File: config.mk
export PLATFORM = sky130hd
export DESIGN_NAME = mem_arbiter
export DESIGN_NICKNAME = d
export VERILOG_FILES = /design/src/rtl/mem_types_pkg.sv /design/src/rtl/mem_arbiter.sv
export SDC_FILE = /design/constraint.sdc
export NUM_CORES = 1
export LEC_CHECK = 0
export ABC_AREA = 1
export BUFFER_PORTS_ARGS = -buffer_cell sky130_fd_sc_hd__buf_2
export CORE_MARGIN = 2
export CORE_UTILIZATION = 24
export DETAILED_ROUTE_END_ITERATION = 10
export PLACE_DENSITY = 0.55
export SKIP_LAST_GASP = 1
export SYNTH_ARGS = -nofsm -noshare
export SYNTH_HDL_FRONTEND = slang
export SYNTH_SLANG_ARGS = --single-unit
File: constraint.sdc
create_clock -name CLK -period 1.9 [get_ports CLK]
set_clock_uncertainty 0.15 [all_clocks]
set_input_delay 0.38 -clock CLK [delete_from_list [all_inputs] [get_ports CLK]]
set_output_delay 0.38 -clock CLK [all_outputs]
set_load 0.02 [all_outputs]
File: src/rtl/mem_types_pkg.sv
// Shared memory-subsystem types: RAM word, RAM handshake state and arbiter FSM state.
package mem_types_pkg;

  typedef logic [31:0] word_t;

  typedef enum logic [1:0] {
    FREE   = 2'd0,
    BUSY   = 2'd1,
    ACCESS = 2'd2,
    ERROR  = 2'd3
  } ramstate_t;

  typedef enum logic [1:0] {
    IDLE   = 2'd0,
    I_XFER = 2'd1,
    D_XFER = 2'd2
  } arb_state_t;

endpackage

File: src/rtl/mem_arbiter.sv
// Shares the single-port RAM between instruction and data sides, moving one
// BLOCK_WORDS burst per grant; data side wins unless the instruction side is starved.
module mem_arbiter
  import mem_types_pkg::*;
#(
  parameter int BLOCK_WORDS = 2,
  parameter int STARVE_MAX  = 4,
  localparam int IW = (BLOCK_WORDS > 1) ? $clog2(BLOCK_WORDS) : 1,
  localparam int SW = $clog2(STARVE_MAX + 1)
) (
  input  logic          CLK,
  input  logic          nRST,
  input  logic          iREN,
  input  word_t         iaddr,
  output word_t         iload,
  output logic          ivalid,
  output logic [IW-1:0] iidx,
  output logic          idone,
  input  logic          dREN,
  input  logic          dWEN,
  input  word_t         daddr,
  input  word_t         dstore,
  output word_t         dload,
  output logic          dvalid,
  output logic [IW-1:0] didx,
  output logic          ddone,
  output logic          ramREN,
  output logic          ramWEN,
  output word_t         ramaddr,
  output word_t         ramstore,
  input  word_t         ramload,
  input  ramstate_t     ramstate,
  output arb_state_t    arb_state,
  output logic [SW-1:0] starve_count
);

  localparam int BASEW = 32 - IW - 2;

  arb_state_t       state, state_n;
  logic [IW-1:0]    idx, idx_n;
  logic [SW-1:0]    starve, starve_n;
  logic             op_write, op_write_n;
  logic [BASEW-1:0] op_base, op_base_n;
  logic             d_req, last, acc;

  always_ff @(posedge CLK or negedge nRST) begin
    if (!nRST) begin
      state    <= IDLE;
      idx      <= '0;
      starve   <= '0;
      op_write <= 1'b0;
      op_base  <= '0;
    end else begin
      state    <= state_n;
      idx      <= idx_n;
      starve   <= starve_n;
      op_write <= op_write_n;
      op_base  <= op_base_n;
    end
  end

  // Handshake: a requester holds xREN/dWEN until xdone; each cycle with
  // xvalid=1 one word of its block completes (no ready, the RAM paces it).
  // Dropping the request mid-burst abandons the rest of the block.
  always_comb begin
    state_n    = state;
    idx_n      = idx;
    starve_n   = starve;
    op_write_n = op_write;
    op_base_n  = op_base;
    d_req      = dREN | dWEN;
    last       = (idx == IW'(BLOCK_WORDS - 1));
    acc        = (ramstate == ACCESS);

    case (state)
      IDLE: begin
        if (iREN && (!d_req || starve == SW'(STARVE_MAX))) begin
          state_n    = I_XFER;
          idx_n      = '0;
          starve_n   = '0;
          op_write_n = 1'b0;
          op_base_n  = iaddr[31:IW+2];
        end else if (d_req) begin
          state_n    = D_XFER;
          idx_n      = '0;
          op_write_n = dWEN;
          op_base_n  = daddr[31:IW+2];
          if (iREN && starve != SW'(STARVE_MAX))
            starve_n = starve + 1'b1;
        end
      end
      I_XFER, D_XFER: begin
        if ((state == I_XFER) ? !iREN : !d_req) begin
          state_n = IDLE;
          idx_n   = '0;
        end else if (acc) begin
          if (last) begin
            state_n = IDLE;
            idx_n   = '0;
          end else begin
            idx_n = idx + 1'b1;
          end
        end
      end
      default: begin
        state_n = IDLE;
        idx_n   = '0;
      end
    endcase

    ramREN   = (state != IDLE) && !op_write;
    ramWEN   = (state != IDLE) && op_write;
    ramaddr  = (state != IDLE) ? {op_base, idx, 2'b00} : '0;
    ramstore = (state == D_XFER && op_write) ? dstore : '0;

    ivalid = (state == I_XFER) && acc;
    iload  = ivalid ? ramload : '0;
    iidx   = (state == I_XFER) ? idx : '0;
    idone  = ivalid && last;

    dvalid = (state == D_XFER) && acc;
    dload  = dvalid ? ramload : '0;
    didx   = (state == D_XFER) ? idx : '0;
    ddone  = dvalid && last;

    arb_state    = state;
    starve_count = starve;
  end

endmodule

[After elaboration in Yosys (flattened, before gate mapping)]
Cells that the tools add are included.
Storage, ports and cells
  register bits after elaboration: 36
  latch bits: 0
  RAM bits: 0
  bits in read-only memories: 0
  output and inout port bits: 141
  word-level logic and storage cells: 64
  memories kept: 0
Operators by class
  add/sub/neg operators: 2
  multipliers: 0
  divide/modulo/power cells: 0
  $lt $le $gt $ge: 0
  equal/unequal tests: 8
  shift operators: 0
  multiplexer cells: 26
  bitwise logic cells: 1
  reduce and logical (&&, ||, !) cells: 22
Operators with widths (number)
  32-bit 2-to-1 mux: 4
  29-bit 2-to-1 mux: 2
  3-bit inequality test (second input constant): 4
  1-bit 2-to-1 mux: 10
  2-bit 2-to-1 mux: 5
  1-bit logical AND: 9
  3-bit 2-to-1 mux: 3
  3-bit AND reduction: 2
  2-bit nonzero test: 3
  2-bit == test (second input constant): 2
  2-bit case mux with 2 select lines: 1
  2-bit AND reduction: 2
  3-bit by 1-bit adder with 3-bit output (second input constant): 1
  3-bit == test (second input constant): 1
  1-bit zero test: 3
  2-bit by 1-bit == test with 1-bit output (second input constant): 1
  2-bit zero test: 1
  1-bit case mux with 2 select lines: 1
  2-bit OR reduction: 1
  1-bit adder (second input constant): 1
  1-bit logical OR: 1
  1-bit bitwise OR: 1

[Logic depth before layout (Yosys ltp)]
Gate-level depths: netlist (run 1).
  depth in word-level cells: 6
  gate-level depth with buffers: 9

[Worst setup path before layout (run 1)]
Ideal clock, no wire load.
  path type: flip-flop to output port
  start point: register state[1], in the netlist arb_state[1]
  end point: output iload[22]
  data arrival time: 1.421 ns
  required time: 1.370 ns
  path slack: -0.051 ns
  cell stages (with the launch flop): 6
  path buffers: 1
  cells stage by stage: dfrtp_1 -> inv_1 -> ha_1 -> nand2_1 -> clkbuf_1 -> nor2_1
On the way
  word-level cells in the longest chain between the ends: 3
RTL lines
  start, declared: RTL line mem_arbiter.sv:39  | arb_state_t state, state_n;
  start signal, assigned: RTL line mem_arbiter.sv:54  | state <= state_n;
  2-bit by 1-bit == test with 1-bit output: RTL line mem_arbiter.sv:116  | ivalid = (state == I_XFER) && acc;
  1-bit logical AND: RTL line mem_arbiter.sv:116
  32-bit 2-to-1 mux: RTL line mem_arbiter.sv:117  | iload = ivalid ? ramload : '0;
  end, declared: RTL line mem_arbiter.sv:15  | output word_t iload,
Every way passes these cells.

[Worst setup path in the final report (run 1)]
  start point: register state[0], in the netlist arb_state[0]
  end point: output ramstore[1]
On the way
  word-level cells in the longest chain between the ends: 3
RTL lines
  2-bit == test: RTL line mem_arbiter.sv:114  | ramstore = (state == D_XFER && op_write) ? dstore : '0;
  1-bit logical AND: RTL line mem_arbiter.sv:114
  32-bit 2-to-1 mux: RTL line mem_arbiter.sv:114
  end, declared: RTL line mem_arbiter.sv:30  | output word_t ramstore,
Every way passes these cells.

==> out/summary.txt, run 1 <==
Status - finished with violations
Violated checks - negative hold slack, negative setup slack
Minimum clock period - 2.02 ns
Mapped Area - 0.00279 sq mm
Number of flops mapped to enable cells by yosys - 0
Number of antenna violations at the first check in global routing - 2
Vias per inst - 4.47
Met3 usage - 3.70%
DP HPWL - 8.41 mm
Vias in the first global route - 3,666
WL/cell - 14.5 um
Hold crit path type - primary input to asynchronous set/reset pin
WS Path Type - flop to output port
Worst hold slack - -0.00995 ns
Period Utilization, post-route - 106%
Slack of the critical path - -0.118 ns
PortBufs - 267
Sink Count - 36
Post-synthesis sequential area ratio - 32.3%
Setup crit start kind - flop
Total negative slack - -10.71 ns
Most Crowded Layer GR - met2
Max Cap Violations - 0
DP Area - 0.00435 sq mm
TritonCTS Buffers - 5
Yosys top cell area share - 32.3%
Syn_area_per_cell - 5.88 sq um
Synth Register Bits - 36
Setup violations, final - 133
Crit path required time - 1.37 ns
CP max FO - 8
Pins Over Slew Limit - 0
Met1 usage - 21.2%
Post-synth top area cell - dfrtp_1
Die Y - 112 um
Root Driver - clkbuf_16
Post-cts hold buffer count - 0
Crit end category - output port
Clk Latency, worst-skew pair - 0.27 ns
Final Cell Area - 0.00602 sq mm
Number of H-tree levels - 2
Fmax - 496 MHz
Core Area - 0.0114 sq mm
Most common cell in the synthesized netlist - nor2_1
Final net count - 887
Met2 Use GR - 31.9%
Post-Route WL - 12.9 mm
DRT Pass-1 Iters - 4
Tot GR Track Use - 17.6%
DR iter-0 viols - 160
Pwr dens - 1530 mW/mm^2
Synth warnings - 0
Die X - 112 um
CTS tree - done
Final hold viol count - 7
Power Total - 9220 uW
Leak pwr - 0.00334 uW
Cell count after synthesis - 475
Final Wtd Congestion - 0.882
Post-synth ARST share - 100%
Peak supply drop - 0.913 mV
Critical path arrival - 1.49 ns
Congestion Overflow GR - 0
Prevailing post-synth register cell - dfrtp_1
CTS clk-pin slew, worst paths - 0.06 ns
Rows - 39
Largest net degree at the start of global routing - 60
Number of distinct library cells after synthesis - 21
Post-route DRC - 0
RSZ-0062 raised after global routing - true
Commonest cells post-synth - 162 x nor2_1, 109 x inv_1, 50 x nand2_1
Share of cells above drive strength 1 - 54.4%
Antenna Nets Post-Route - 0
Starting Density - 24.6%
Vias - 3,993
Area growth syn-to-layout - 116%
First-pass GRT wire length - 18.2 mm
Buffer depth of the longest clock path - 2
Die footprint - 0.0125 sq mm
Synth top area cells - dfrtp_1 32%, nor2_1 22%, inv_1 15%
I/O pin total - 276
## path summary, 6_finish.rpt
path	from	to	slack [ns]	cells past startpoint
min	nRST	op_base[26]	-0.01	2
max	arb_state[0]	ramstore[1]	-0.12	6
max in group asynchronous	nRST	arb_state[1]	1.24	2
min reg2reg	op_base[0]	op_base[0]	0.40	2
min in group CLK	daddr[16]	op_base[13]	0.19	3
max reg2reg	arb_state[1]	op_base[8]	0.01	8
## layout make-up
cell class                      count  area (sq um)
Tap cell                          143           179
Clock inverter                      2          15.0
Sequential cell                    36           902
Inverter                          112           423
Clock buffer                        6           139
Timing Repair Buffer              295          2430
Multi-Input combinational cell    297          1930
Antenna cell                        2          5.00
Fill cell                        1046          5350
## cells in the final DEF (no fill, tap or decap), types with 2 or more instances in the layout
cell type,synthesis,layout
ha_1,5,2
buf_12,0,9
buf_6,2,72
inv_2,3,4
nand4_1,2,2
diode_2,0,2
o21ai_0,5,5
nor2_4,0,65
ha_4,0,3
buf_16,0,4
nand2_1,50,46
nand2_4,0,2
nand2_2,2,3
dfrtp_1,36,35
buf_4,5,70
a21oi_1,2,2
clkinvlp_4,0,2
inv_1,109,107
nand3_1,34,34
clkbuf_16,0,10
conb_1,1,2
a31oi_1,29,29
nor2_2,1,23
buf_2,9,135
nor2_1,162,75
## stage by stage
stage / worst slack, ns / hold WS [ns] / util (%) / instances
2_1_floorplan: -0.0515 / -0.0656 / - / 476
3_3_place_gp: -0.00573 / 0.308 / 38.3 / 869
3_5_place_dp: 0.000240 / 0.317 / 38.3 / 869
4_1_cts: -0.104 / 0.0186 / 44.4 / 884
5_1_grt: -0.193 / 0.0394 / 52.9 / 892
6_report: -0.118 / -0.00995 / 52.9 / 893
## registers in the layout, indices dropped and copies added (netlist names)
name,flops
op_base,29
starve_count,3
arb_state,2
idx,1
op_write,1
## routing by layer
layer | part of all wire (%) | vias up | routed length (um)
met5 | 0 | - | 0
met2 | 52 | 173 | 6800
li1 | - | 1945 | -
met4 | 1.9 | 0 | 246
met3 | 7.0 | 20 | 901
met1 | 39 | 1855 | 5000
## report_power, final
part	internal, uW	switching, uW	total (uW)
Clock	521	327	848
Sequential	1170	250	1420
Combinational	3100	3850	6950
Total	4790	4430	9220
## critical path, stage by stage, from the launching register on
cell and delay, ns:
dfrtp_1 0.38, inv_2 0.10, ha_4 0.19, nand2_8 0.09
buf_12 0.17, nor2_2 0.13, buf_6 0.14
## logic make-up (layout without fill, tap and decap cells)
kind of cell	after synthesis	in the layout	synth area share, %
xor gates and xnor gates	1	1	0.314
DFF	36	36	32.3
buffers and inverters	143	415	20.8
and+or+nand+nor	251	251	35.7
AOI/OAI and AO/OA	38	38	8.51
other	1	4	0.134
adders and majority gates	5	5	2.24
## repair_timing
action	in CTS	in global routing
cloned	4	6
endpoints found under the setup margin	132	133
resized for setup	154	226
hold endpoints to repair	0	0
setup buffers	3	1
pin swaps	1	29
Power figures use the tool's default switching activity.
==> run 2: changes to the inputs <==
--- a/config.mk
+++ b/config.mk
@@ -7,9 +7,10 @@
 export LEC_CHECK = 0
 export ABC_AREA = 1
 export BUFFER_PORTS_ARGS = -buffer_cell sky130_fd_sc_hd__buf_2
-export CORE_MARGIN = 2
+export CORE_MARGIN = 3
 export CORE_UTILIZATION = 24
 export DETAILED_ROUTE_END_ITERATION = 10
+export GPL_ROUTABILITY_DRIVEN = 0
 export PLACE_DENSITY = 0.55
 export SKIP_LAST_GASP = 1
 export SYNTH_ARGS = -nofsm -noshare
==> run 2 against run 1 <==
The run still ends with negative hold slack, negative setup slack left. Sequential share of layout area grew 0.072 points. Power shrank 2.0%. Largest cell class unchanged. Combinational power shrank 4.0%. Sequential power is essentially flat. Die area grew 3.6%. Final area shrank 0.48%. First-iteration DRC count grew 21%. Setup slack lost 0.020 ns. Flip-flop and latch count is the same. Largest power group unchanged. Via count grew 1.6%. Routed wire length grew 2.2%.
==> out/summary.txt, run 2 (synthesized netlist as in run 1, its figures left out) <==
Most flops, register - op_base
CTS clk-pin slew, worst paths - 0.06 ns
Largest net degree at the start of global routing - 48
Vias - 4,058
Rows - 38
Post-Route WL - 13.2 mm
PortBufs - 267
Clk Latency, worst-skew pair - 0.27 ns
CTS tree - done
Final hold viol count - 1
Setup crit start kind - flop
Fmax - 491 MHz
Final net count - 898
Area of the multi-input gates - 0.00188 sq mm
Number of H-tree levels - 2
Max reg flops - 29
Max Cap Violations - 0
Peak supply drop - 0.911 mV
WL/cell - 14.7 um
Crit path required time - 1.37 ns
Commonest non-fill, non-tap cell in the layout - buf_2
Root Driver - clkbuf_16
Total negative slack - -11.24 ns
Hold crit path type - primary input to asynchronous set/reset pin
Area growth syn-to-layout - 114%
Die Y - 114 um
Fillers - 1,022
TritonCTS Buffers - 5
Vias per inst - 4.51
Starting Density - 25.1%
Pins Over Slew Limit - 0
DRT Pass-1 Iters - 4
CP max FO - 9
Sink Count - 36
DR iter-0 viols - 194
Critical path arrival - 1.51 ns
WS Path Type - flop to output port
Buffer depth of the longest clock path - 2
Die X - 114 um
DP HPWL - 8.91 mm
I/O pin total - 276
FF/Latch Area - 902 sq um
Most frequent cells in the layout - 134 x buf_2, 105 x inv_1, 89 x buf_4, 75 x nor2_1, 67 x buf_6
Violated checks - negative hold slack, negative setup slack
First-pass GRT wire length - 16.7 mm
Number of antenna violations at the first check in global routing - 0
Crit end category - output port
Minimum clock period - 2.04 ns
Slack of the critical path - -0.138 ns
Leak pwr - 0.00337 uW
Share of cells above drive strength 1 - 55.3%
Worst hold slack - -0.00242 ns
RSZ-0062 raised after global routing - true
Core Area - 0.0111 sq mm
Setup violations, final - 133
Tot GR Track Use - 15.7%
Pwr dens - 1510 mW/mm^2
Post-route DRC - 0
Period Utilization, post-route - 107%
Status - finished with violations
Antenna Nets Post-Route - 0
Die footprint - 0.0130 sq mm
Vias in the first global route - 3,507
Congestion Overflow GR - 0
[run 2: changes by cell type in the layout (fill, tap and decap cells not counted), sizes merged]
cell,delta
clkinv,+1
buf,+10
diode,-1
bufinv,+1
clkinvlp,-1
[run 2: worst paths after layout]
path	startpoint	endpoint	slack, ns	cells after the start
max	arb_state[0]	dload[5]	-0.14	6
min	nRST	op_base[27]	-0.002	2
max reg2reg	arb_state[0]	op_base[24]	0.03	8
min reg2reg	op_base[6]	op_base[6]	0.40	2
max in group asynchronous	nRST	arb_state[0]	1.23	2
min in group CLK	daddr[21]	op_base[18]	0.20	3
[run 2: power by group]
part           internal, uW  switching (uW)  leakage (uW)
Sequential             1170             248      0.000413
Clock                   616             328     0.0000798
Combinational          3000            3680       0.00288
[run 2: layout make-up]
cell class                      instances  share of cell area, %
Tap cell                              140                   2.92
Inverter                              112                   7.10
Clock buffer                            5                   2.09
Antenna cell                            1                 0.0418
Sequential cell                        36                   15.1
Clock inverter                          3                  0.710
Timing Repair Buffer                  306                   40.6
Multi-Input combinational cell        297                   31.4
[run 2: metal layers]
| layer | share of wire (%) | global-route usage, % | vias up |
|---|---|---|---|
| met5 | 0 | 0 | - |
| met2 | 54 | 29.3 | 210 |
| met1 | 37 | 18.3 | 1868 |
| li1 | - | - | 1968 |
| met3 | 8.4 | 3.45 | 12 |
| met4 | 1.4 | 3.25 | 0 |
[run 2: metrics by stage]
step	total power [uW]	utilization, %	std cells	worst slack [ns]	instance area, sq um
global placement	5680	39.1	870	0.0316	4350
CTS	6990	43.4	882	-0.143	4830
finish	9030	53.8	900	-0.138	5990
global route	9620	53.8	899	-0.198	5990
detailed placement	5700	39.1	870	0.0302	4350
floorplan	4220	-	476	-0.0515	2810
[run 2: timing repair]
action,in CTS,in global routing
gates cloned,0,10
setup endpoints to repair,132,134
resized for setup,113,257
hold buffers,0,0
setup buffers,4,7
pin swaps,0,31
[run 2: worst max-delay path, stage by stage (launching register included)]
cell and delay [ns]:
dfrtp_2 0.44, inv_4 0.09, ha_4 0.17, nand2_4 0.09, clkbuf_16 0.18, nor2_1 0.11
buf_4 0.15
==> run 3: changes to the inputs <==
--- a/config.mk
+++ b/config.mk
@@ -7,11 +7,13 @@
 export LEC_CHECK = 0
 export ABC_AREA = 1
 export BUFFER_PORTS_ARGS = -buffer_cell sky130_fd_sc_hd__buf_2
+export CELL_PAD_IN_SITES_DETAIL_PLACEMENT = 1
+export CELL_PAD_IN_SITES_GLOBAL_PLACEMENT = 1
 export CORE_MARGIN = 3
-export CORE_UTILIZATION = 24
+export CORE_UTILIZATION = 22
 export DETAILED_ROUTE_END_ITERATION = 10
 export GPL_ROUTABILITY_DRIVEN = 0
-export PLACE_DENSITY = 0.55
+export PLACE_DENSITY = 0.8
 export SKIP_LAST_GASP = 1
 export SYNTH_ARGS = -nofsm -noshare
 export SYNTH_HDL_FRONTEND = slang
==> constraint.sdc (replaced) <==
create_clock -name CLK -period 1.9 [get_ports CLK]
set_clock_uncertainty 0.15 [all_clocks]
set_input_delay 0.095 -clock CLK [delete_from_list [all_inputs] [get_ports CLK]]
set_output_delay 0.095 -clock CLK [all_outputs]
set_load 0.02 [all_outputs]
==> run 3 against run 2 <==
The flow now finishes without violations. Die area rose by 8.6%. Core utilization fell by 12 points. Critical path depth did not move. Flip-flop and latch count did not move. Routed wire length rose by 14%. Non-clock buffer count rose by 35. Clock power fell by 8.1%. Sequential power barely moved. Power fell by 24%. Critical endpoint is now ramstore[28]. Highest routed layer unchanged.
==> out/summary.txt, run 3 (synthesized netlist as in run 1, its figures left out) <==
WS Path Type - flop to output port
Post-route DRC - 0
DR iter-0 viols - 144
Max reg flops - 29
Worst R2R End - op_base[1]
Largest net degree at the start of global routing - 52
RSZ-0062 raised after global routing - true
Pwr dens - 1330 mW/mm^2
Most frequent cells in the layout - 254 x buf_2, 161 x nor2_1, 107 x inv_1, 60 x dlygate4sd3_1, 50 x nand2_1
Vias in the first global route - 4,400
Fmax - 542 MHz
Number of H-tree levels - 2
Die footprint - 0.0141 sq mm
Post-Layout Cell Count - 963
R2R setup slack - 0.12 ns
Number of antenna violations at the first check in global routing - 1
Antenna Nets Post-Route - 0
Peak supply drop - 0.506 mV
Leak pwr - 0.00330 uW
Clk Latency, worst-skew pair - 0.28 ns
Congestion Overflow GR - 0
Post-Place Cells - 893
Die X - 119 um
Hold crit path type - primary input to flop
Rows - 40
Setup violations, final - 0
WL/cell - 15.7 um
Buffer depth of the longest clock path - 2
Final hold viol count - 0
Commonest non-fill, non-tap cell in the layout - buf_2
Final net count - 933
Worst Setup EP - ramstore[28]
Starting Density - 22.9%
Most flops, register - op_base
First-pass GRT wire length - 23.2 mm
Sink Count - 36
Vias per inst - 4.32
Reg2reg path depth - 7
Share of cells above drive strength 1 - 38.2%
Vias - 4,158
DP HPWL - 10.6 mm
Worst hold slack - 0.137 ns
Setup crit start kind - flop
I/O pin total - 276
CTS clk-pin slew, worst paths - 0.06 ns
Post-Route WL - 15.1 mm
Period Utilization, post-route - 97.1%
Status - complete, no violations
Place WS - 0.0291 ns
Crit path required time - 1.65 ns
CTS tree - done
Pins Over Slew Limit - 0
Root Driver - clkbuf_16
TritonCTS Buffers - 5
Core Area - 0.0122 sq mm
Critical path arrival - 1.60 ns
Die Y - 119 um
Crit end category - output port
Tot GR Track Use - 20.4%
Critical path launch point - arb_state[0]
PortBufs - 267
Area growth syn-to-layout - 84.5%
DRT Pass-1 Iters - 4
Slack of the critical path - 0.0542 ns
Minimum clock period - 1.85 ns
Worst R2R Start - arb_state[0]
CP max FO - 32
Max Cap Violations - 0
## run 3: cell types whose count changed in the layout (fill, tap and decap cells not counted), sizes merged
| cell | delta |
|---|---|
| dlygate4sd3 | +60 |
| buf | -19 |
| clkbuf | -5 |
| bufinv | -1 |
| clkinvlp | -1 |
| inv | +1 |
## run 3: final cells by class
cell class | count | area [sq um]
Fill cell | 1688 | 7060
Timing Repair Buffer | 341 | 2120
Multi-Input combinational cell | 297 | 1340
Sequential cell | 36 | 902
Inverter | 112 | 420
Tap cell | 168 | 210
Clock buffer | 6 | 139
Clock inverter | 2 | 13.8
Antenna cell | 1 | 2.50
## run 3: worst max-delay path, cell delays in order (launching register included)
cell and delay, ns:
dfrtp_2 0.45, inv_2 0.10, ha_2 0.21, nand2_1 0.07
buf_6 0.18, nor2_1 0.12, buf_2 0.20
## run 3: where the power goes
part | total [uW] | switching [uW] | internal (uW) | leakage [uW]
Clock | 868 | 343 | 525 | 0.0000773
Combinational | 4560 | 3000 | 1560 | 0.00281
Sequential | 1410 | 240 | 1170 | 0.000413
Total | 6840 | 3580 | 3250 | 0.00330
## run 3: worst min path at each step
stage               start           end  slack, ns  cells after the start
CTS                  iREN      op_write       0.11                      4
global route         iREN      op_write       0.14                      4
finish               iREN      op_write       0.14                      4
global placement     nRST   op_base[21]       0.03                      2
floorplan            nRST  arb_state[0]      -0.35                      0
detailed placement   nRST   op_base[18]       0.03                      2
## run 3: timing repair
action,CTS,global route
hold buffers,60,0
setup endpoints to repair,67,133
endpoints found under the hold margin,66,0
setup buffers,0,1
resized for setup,6,23
## run 3: metal layers
metal  global-route usage [%]  wire length [um]  vias to the layer above
li1                         -                 -                     2029
met1                     20.2              5370                     1930
met2                     40.9              8380                      175
met3                     5.17               953                       24
met4                     6.23               389                        0
met5                        0                 0                        -
## run 3: stage by stage
stage	utilization [%]	setup TNS [ns]	instance area, sq um	total power [uW]
3_5_place_dp	35.2	0	4300	5730
6_report	42.2	0	5150	6840
5_1_grt	42.2	-0.0950	5150	7360
2_1_floorplan	-	0	2800	4200
3_3_place_gp	35.2	0	4300	5630
4_1_cts	41.6	-0.00592	5070	6750
